--- src/rtl/instr_issue_ctrl.sv ---
// instr_issue_ctrl: upstream issue/sequencing stage for DATAPATH.
// Accepts one packed instruction {opcode, rd, rs1, rs2} over valid/ready,
// decodes it, drives register-file read addresses and the ALU operation,
// then sequences a single write-back strobe. It also latches the ALU flags
// and counts retired instructions.
module instr_issue_ctrl #(
    parameter int DATA_WIDTH = 64,
    parameter int ADDR_WIDTH = 8,
    parameter int OP_WIDTH   = 8,
    parameter int CNT_WIDTH  = 32
) (
    input  logic                             clock,
    input  logic                             reset,
    input  logic                             instr_valid,
    input  logic [OP_WIDTH+3*ADDR_WIDTH-1:0] instr_data,
    output logic                             instr_ready,
    input  logic [DATA_WIDTH-1:0]            alu_result,
    input  logic                             zero_flag,
    input  logic                             negative_flag,
    input  logic                             overflow_flag,
    output logic [ADDR_WIDTH-1:0]            reg_read_addr_1,
    output logic [ADDR_WIDTH-1:0]            reg_read_addr_2,
    output logic [ADDR_WIDTH-1:0]            reg_write_addr,
    output logic [DATA_WIDTH-1:0]            reg_write_data,
    output logic                             reg_write_cmd,
    output logic [OP_WIDTH-1:0]              alu_operation,
    output logic [2:0]                       status_flags,
    output logic                             illegal_op,
    output logic                             halted,
    output logic [CNT_WIDTH-1:0]             retired_count
);

    localparam int INSTR_WIDTH = OP_WIDTH + 3 * ADDR_WIDTH;
    localparam int IMM_WIDTH   = 2 * ADDR_WIDTH;

    localparam logic [OP_WIDTH-1:0] OP_NOP  = '0;
    localparam logic [OP_WIDTH-1:0] OP_LDI  = {1'b1, {(OP_WIDTH-1){1'b0}}};
    localparam logic [OP_WIDTH-1:0] OP_HALT = '1;

    typedef enum logic [2:0] {
        ST_IDLE,
        ST_DECODE,
        ST_EXECUTE,
        ST_WRITEBACK,
        ST_HALTED
    } state_t;

    typedef enum logic [2:0] {
        CLS_ALU,
        CLS_NOP,
        CLS_LDI,
        CLS_HALT,
        CLS_ILLEGAL
    } op_class_t;

    // Opcode classes: MSB clear is an ALU op (except all-zero NOP); with MSB
    // set only LDI and HALT are defined, everything else is illegal.
    function automatic op_class_t classify(input logic [OP_WIDTH-1:0] op);
        op_class_t cls;
        if (op == OP_NOP)
            cls = CLS_NOP;
        else if (!op[OP_WIDTH-1])
            cls = CLS_ALU;
        else if (op == OP_LDI)
            cls = CLS_LDI;
        else if (op == OP_HALT)
            cls = CLS_HALT;
        else
            cls = CLS_ILLEGAL;
        return cls;
    endfunction

    // Immediate occupies the rs1/rs2 fields and is sign-extended to the
    // full data width.
    function automatic logic [DATA_WIDTH-1:0] sign_extend_imm(input logic signed [IMM_WIDTH-1:0] imm);
        logic signed [DATA_WIDTH-1:0] ext;
        ext = imm;
        return ext;
    endfunction

    // ALU ops forward their opcode to the ALU; every other class drives 0.
    function automatic logic [OP_WIDTH-1:0] alu_op_of(input logic [OP_WIDTH-1:0] op);
        return op[OP_WIDTH-1] ? '0 : op;
    endfunction

    state_t state, next_state;

    logic [INSTR_WIDTH-1:0] instr_p0;
    logic [ADDR_WIDTH-1:0]  read_addr_1_p0;
    logic [ADDR_WIDTH-1:0]  read_addr_2_p0;
    logic [OP_WIDTH-1:0]    alu_op_p0;
    logic [ADDR_WIDTH-1:0]  wb_addr_p1;
    logic [DATA_WIDTH-1:0]  wb_data_p1;
    logic [2:0]             flags_p1;
    logic [CNT_WIDTH-1:0]   retired_q;

    logic accept;
    logic load_imm;
    logic load_alu;
    logic retire;

    logic [OP_WIDTH-1:0]   opcode_p0;
    logic [ADDR_WIDTH-1:0] rd_p0;
    logic [IMM_WIDTH-1:0]  imm_p0;
    op_class_t             class_p0;

    assign opcode_p0 = instr_p0[INSTR_WIDTH-1 -: OP_WIDTH];
    assign rd_p0     = instr_p0[3*ADDR_WIDTH-1 -: ADDR_WIDTH];
    assign imm_p0    = instr_p0[IMM_WIDTH-1:0];
    assign class_p0  = classify(opcode_p0);

    // State register; reset aborts any in-flight instruction.
    always_ff @(posedge clock) begin
        if (reset)
            state <= ST_IDLE;
        else
            state <= next_state;
    end

    // Next-state logic plus the one-cycle strobes and datapath load enables.
    always_comb begin
        next_state    = state;
        instr_ready   = 1'b0;
        reg_write_cmd = 1'b0;
        illegal_op    = 1'b0;
        halted        = 1'b0;
        accept        = 1'b0;
        load_imm      = 1'b0;
        load_alu      = 1'b0;
        retire        = 1'b0;
        case (state)
            ST_IDLE: begin
                instr_ready = 1'b1;
                if (instr_valid) begin
                    accept     = 1'b1;
                    next_state = ST_DECODE;
                end
            end
            ST_DECODE: begin
                case (class_p0)
                    CLS_ALU: next_state = ST_EXECUTE;
                    CLS_LDI: begin
                        load_imm   = 1'b1;
                        next_state = ST_WRITEBACK;
                    end
                    CLS_NOP: begin
                        retire     = 1'b1;
                        next_state = ST_IDLE;
                    end
                    CLS_HALT: begin
                        retire     = 1'b1;
                        next_state = ST_HALTED;
                    end
                    default: begin
                        illegal_op = 1'b1;
                        next_state = ST_IDLE;
                    end
                endcase
            end
            ST_EXECUTE: begin
                load_alu   = 1'b1;
                next_state = ST_WRITEBACK;
            end
            ST_WRITEBACK: begin
                reg_write_cmd = 1'b1;
                retire        = 1'b1;
                next_state    = ST_IDLE;
            end
            ST_HALTED: begin
                halted = 1'b1;
            end
            default: next_state = ST_IDLE;
        endcase
    end

    // Capture stage: the accepted instruction word, held until the next accept.
    always_ff @(posedge clock) begin
        if (accept)
            instr_p0 <= instr_data;
    end

    // Read addresses and ALU operation load on accept so they are valid in
    // DECODE and stay stable through EXECUTE and while idle.
    always_ff @(posedge clock) begin
        if (reset) begin
            read_addr_1_p0 <= '0;
            read_addr_2_p0 <= '0;
            alu_op_p0      <= '0;
        end else if (accept) begin
            read_addr_1_p0 <= instr_data[2*ADDR_WIDTH-1 -: ADDR_WIDTH];
            read_addr_2_p0 <= instr_data[ADDR_WIDTH-1:0];
            alu_op_p0      <= alu_op_of(instr_data[INSTR_WIDTH-1 -: OP_WIDTH]);
        end
    end

    // Write-back stage: value and destination load only on entry to
    // WRITEBACK, so the outputs hold their last values at all other times.
    always_ff @(posedge clock) begin
        if (reset) begin
            wb_addr_p1 <= '0;
            wb_data_p1 <= '0;
            flags_p1   <= '0;
        end else begin
            if (load_imm) begin
                wb_addr_p1 <= rd_p0;
                wb_data_p1 <= sign_extend_imm(imm_p0);
            end
            if (load_alu) begin
                wb_addr_p1 <= rd_p0;
                wb_data_p1 <= alu_result;
                flags_p1   <= {overflow_flag, negative_flag, zero_flag};
            end
        end
    end

    // Retired-instruction counter, wraps naturally.
    always_ff @(posedge clock) begin
        if (reset)
            retired_q <= '0;
        else if (retire)
            retired_q <= retired_q + CNT_WIDTH'(1);
    end

    assign reg_read_addr_1 = read_addr_1_p0;
    assign reg_read_addr_2 = read_addr_2_p0;
    assign alu_operation   = alu_op_p0;
    assign reg_write_addr  = wb_addr_p1;
    assign reg_write_data  = wb_data_p1;
    assign status_flags    = flags_p1;
    assign retired_count   = retired_q;

endmodule

--- config.mk ---
export PLATFORM = sky130hd
export DESIGN_NAME = instr_issue_ctrl
export DESIGN_NICKNAME = d
export VERILOG_FILES = /design/src/rtl/instr_issue_ctrl.sv
export SDC_FILE = /design/constraint.sdc
export NUM_CORES = 1
export LEC_CHECK = 0
export CORE_UTILIZATION = 45
export DETAILED_ROUTE_END_ITERATION = 6
export GPL_ROUTABILITY_DRIVEN = 0
export PLACE_DENSITY = 0.81
export SYNTH_ARGS = -nofsm -noshare
export SYNTH_HDL_FRONTEND = slang
export SYNTH_SLANG_ARGS = --single-unit
--- constraint.sdc ---
create_clock -name clock -period 3.2 [get_ports clock]
set_clock_uncertainty 0.05 [all_clocks]
set_input_delay 0.64 -clock clock [delete_from_list [all_inputs] [get_ports clock]]
set_output_delay 0.64 -clock clock [all_outputs]
set_load 0.01 [all_outputs]
==> load_flow_metrics.sql <==
INSERT INTO impl_metrics (metric_group, metric, value, unit) VALUES
('final_layout', 'layout-area-overhead-vs-synth', '46.5', '%'),
('die', 'initial_utilization', '46.4', '%'),
('place', 'port_buffers', '235', ''),
('setup_path', 'path_class', 'register to output port', ''),
('timing', 'finalWorstPathRequiredPeriod', '2830', 'ps'),
('final_layout', 'nets', '984', ''),
('setup_path', 'required', '2510', 'ps'),
('setup_path', 'cell_breakdown_of_the_critical_path', 'nand4_1, o21bai_1, buf_4, nor3b_1, clkdlybuf4s50_1', ''),
('global_routing', 'grt_remaining_overflow', '0', ''),
('logic_synthesis', 'ys_top_cells_by_area', 'sky130_fd_sc_hd__dfxtp_1, sky130_fd_sc_hd__edfxtp_1, sky130_fd_sc_hd__a211oi_1', ''),
('die', 'die_x', '122', 'µm'),
('power_and_ir_drop', 'pwr_density_cell', '505', 'mW/mm²'),
('cts', 'numCtsBuffers', '17', ''),
('die', 'floorplan.rows', '43', ''),
('place', 'post_dp_hpwl', '11500', 'µm'),
('logic_synthesis', 'synth_top_area_share', '41.0', '%'),
('route', 'first_pass_iters', '5', ''),
('logic_synthesis', 'async_reset_ff_share', '0', '%'),
('place', 'postPlaceCellArea', '0.00897', 'mm²'),
('logic_synthesis', 'dominantRegCellSynth', 'sky130_fd_sc_hd__dfxtp_1', ''),
('power_and_ir_drop', 'total_power', '4.81', 'mW'),
('route', 'drt_iter0_markers', '293', ''),
('route', 'routed_wirelength', '17000', 'µm'),
('logic_synthesis', 'synth_nets', '775', ''),
('cts', 'hold_buffers', '0', ''),
('logic_synthesis', 'syn_area_per_cell', '9.66', 'µm²'),
('logic_synthesis', 'synth.yosys.seq_area_share', '55.8', '%'),
('final_layout', 'antennaDiodeCount', '0', ''),
('logic_synthesis', 'synth_most_common_cell', 'sky130_fd_sc_hd__dfxtp_1', ''),
('setup_path', 'r2r_setup_slack', '630', 'ps'),
('logic_synthesis', 'synth_edf_count', '32', ''),
('cts', 'worstSkewPairLatency', '420', 'ps'),
('global_routing', 'initial_antenna_violation_count', '0', ''),
('timing', 'setup-tns-final', '0', 'ps'),
('timing', 'timing.final.hold_violations', '0', ''),
('setup_path', 'crit_path_max_incr_delay', '580', 'ps'),
('setup_path', 'endpoint_kind_of_the_worst_setup_timing_path', 'output port', ''),
('die', 'floorplan.die_area', '0.0149', 'mm²'),
('timing', 'setup_viol', '0', ''),
('hold_path', 'worst_hold_path_type', 'register to register', ''),
('logic_synthesis', 'synthDominantAreaCellType', 'sky130_fd_sc_hd__dfxtp_1', ''),
('cts', 'htreeDepth', '4', ''),
('power_and_ir_drop', 'power_leakage', '3.16', 'nW'),
('global_routing', 'largest_net_degree_at_the_start_of_global_routing', '138', ''),
('route', 'dr_total_vias', '5747', ''),
('final_layout', 'final_area', '0.00951', 'mm²'),
('timing', 'rsz0062_at_grt', 'false', ''),
('global_routing', 'grt_pass1_vias', '5253', ''),
('route', 'route.detailed.drc', '0', ''),
('global_routing', 'grt_util_all_layers', '22.6', '%'),
('die', 'chipHeight', '122', 'µm'),
('logic_synthesis', 'yosys_warnings', '0', ''),
('route', 'routed_wire_length_per_instance', '15.9', 'µm'),
('hold_path', 'worstHoldPathCells', '2', ''),
('logic_synthesis', 'postSynthRegisterBits', '165', ''),
('logic_synthesis', 'netlist_area', '0.00649', 'mm²'),
('timing', 'layout_worst_path_cycle_share', '88.5', '%'),
('logic_synthesis', 'unique_masters_post_synth', '43', ''),
('power_and_ir_drop', 'max-vdd-ir-drop', '0.353', 'mV'),
('status', 'outcome', 'completed', ''),
('cts', 'clk_pin_slew', '60', 'ps'),
('cts', 'clock_tree_from_tritoncts', 'yes', ''),
('timing', 'max_clock_freq', '353', 'MHz'),
('cts', 'clock_sinks', '165', ''),
('die', 'number_of_top_level_pins', '237', ''),
('final_layout', 'drive_above_1_share', '5.70', '%'),
('cts', 'ctsRootBufferMaster', 'sky130_fd_sc_hd__clkbuf_16', ''),
('route', 'post_drt_via_cell_ratio', '5.35', ''),
('run', 'drv.max_cap_violation_count', '0', ''),
('cts', 'cts-root-to-sink-buffers', '2', ''),
('timing', 'slew_violations', '0', '');
==> layout by cell type, fill, tap and decap left out, drive strengths merged <==
cell,n
clkinv,6
edfxtp,32
buf,9
o21bai,1
o31ai,11
or3,8
nor2b,4
nor2,93
nand2b,2
inv,13
and3,1
o21ai,12
xnor2,1
o2111ai,4
nand3b,8
clkbuf,17
a21oi,94
nor3,8
nor3b,2
o211ai,6
dfxtp,133
or4,11
and2,1
clkdlybuf4s50,234
mux2i,27
nand2,55
xor2,10
a211oi,64
clkinvlp,1
nand3,10
ha,1
nor4,3
nand4,8
a21boi,1
conb,1
or4b,1
and3b,1
==> sequential cells by signal, indices dropped and copies added, names as in the netlist <==
register	count
reg_write_data	64
status_flags	3
instr_p0	32
state	3
reg_read_addr_1	8
alu_operation	7
reg_read_addr_2	8
retired_count	32
reg_write_addr	8
==> area by class of cell <==
type	instances	area, µm²	share of cell area [%]
Clock buffer	17	425	4.47
Clock inverter	15	119	1.25
Inverter	5	18.8	0.197
Multi-Input combinational cell	449	2660	27.9
Sequential cell	165	3620	38.1
Tap cell	180	225	2.37
Timing Repair Buffer	243	2450	25.7
==> metal layers <==
layer  global-route usage, %  wire [µm]  vias up
li1                        -          -     2857
met1                    28.7       7360     2639
met2                    34.9       7770      212
met4                    12.5        630        0
met5                       0          0        -
met3                    5.99       1270       39
==> stage by stage <==
| step | hold WS, ps | setup WS (ps) | std cells | utilization, % |
|---|---|---|---|---|
| after floorplan | 406 | 524 | 672 | - |
| after global routing | 420 | 250 | 1074 | 68.0 |
| after detailed placement | 398 | 655 | 1042 | 64.1 |
| final | 406 | 370 | 1074 | 68.0 |
| after CTS | 409 | 341 | 1074 | 68.0 |
| after global placement | 388 | 740 | 1042 | 64.1 |
==> critical path, delay by kind of cell (launching register included) <==
family	cells	cell delay [ps]
buf+inv	2	750
flops	1	470
simple gates	2	420
compound gates	1	90
==> cells by family (layout without fill, tap and decap cells) <==
group | count (synthesis) | count (layout) | share of synthesized area (%)
flops | 165 | 165 | 55.8
simple gates | 216 | 216 | 16.3
other cells | 1 | 1 | 0.0577
xor+xnor | 11 | 11 | 1.48
mux | 27 | 27 | 4.16
fa+ha+maj | 1 | 1 | 0.193
compound gates | 193 | 193 | 18.3
buf+inv | 58 | 280 | 3.72
==> report_power, final <==
| group | switching [mW] | internal, mW |
|---|---|---|
| combinational | 0.304 | 0.337 |
| sequential | 0.0524 | 2.23 |
| clock | 0.873 | 1.01 |
==> worst paths after layout <==
path,endpoint,startpoint
setup reg to reg,retired_count[12],instr_p0[27]
setup / recovery,illegal_op,instr_p0[31]
hold reg to reg,alu_operation[0],alu_operation[0]
hold / removal,alu_operation[0],alu_operation[0]
No activity file was read; power rests on OpenSTA's default activity.
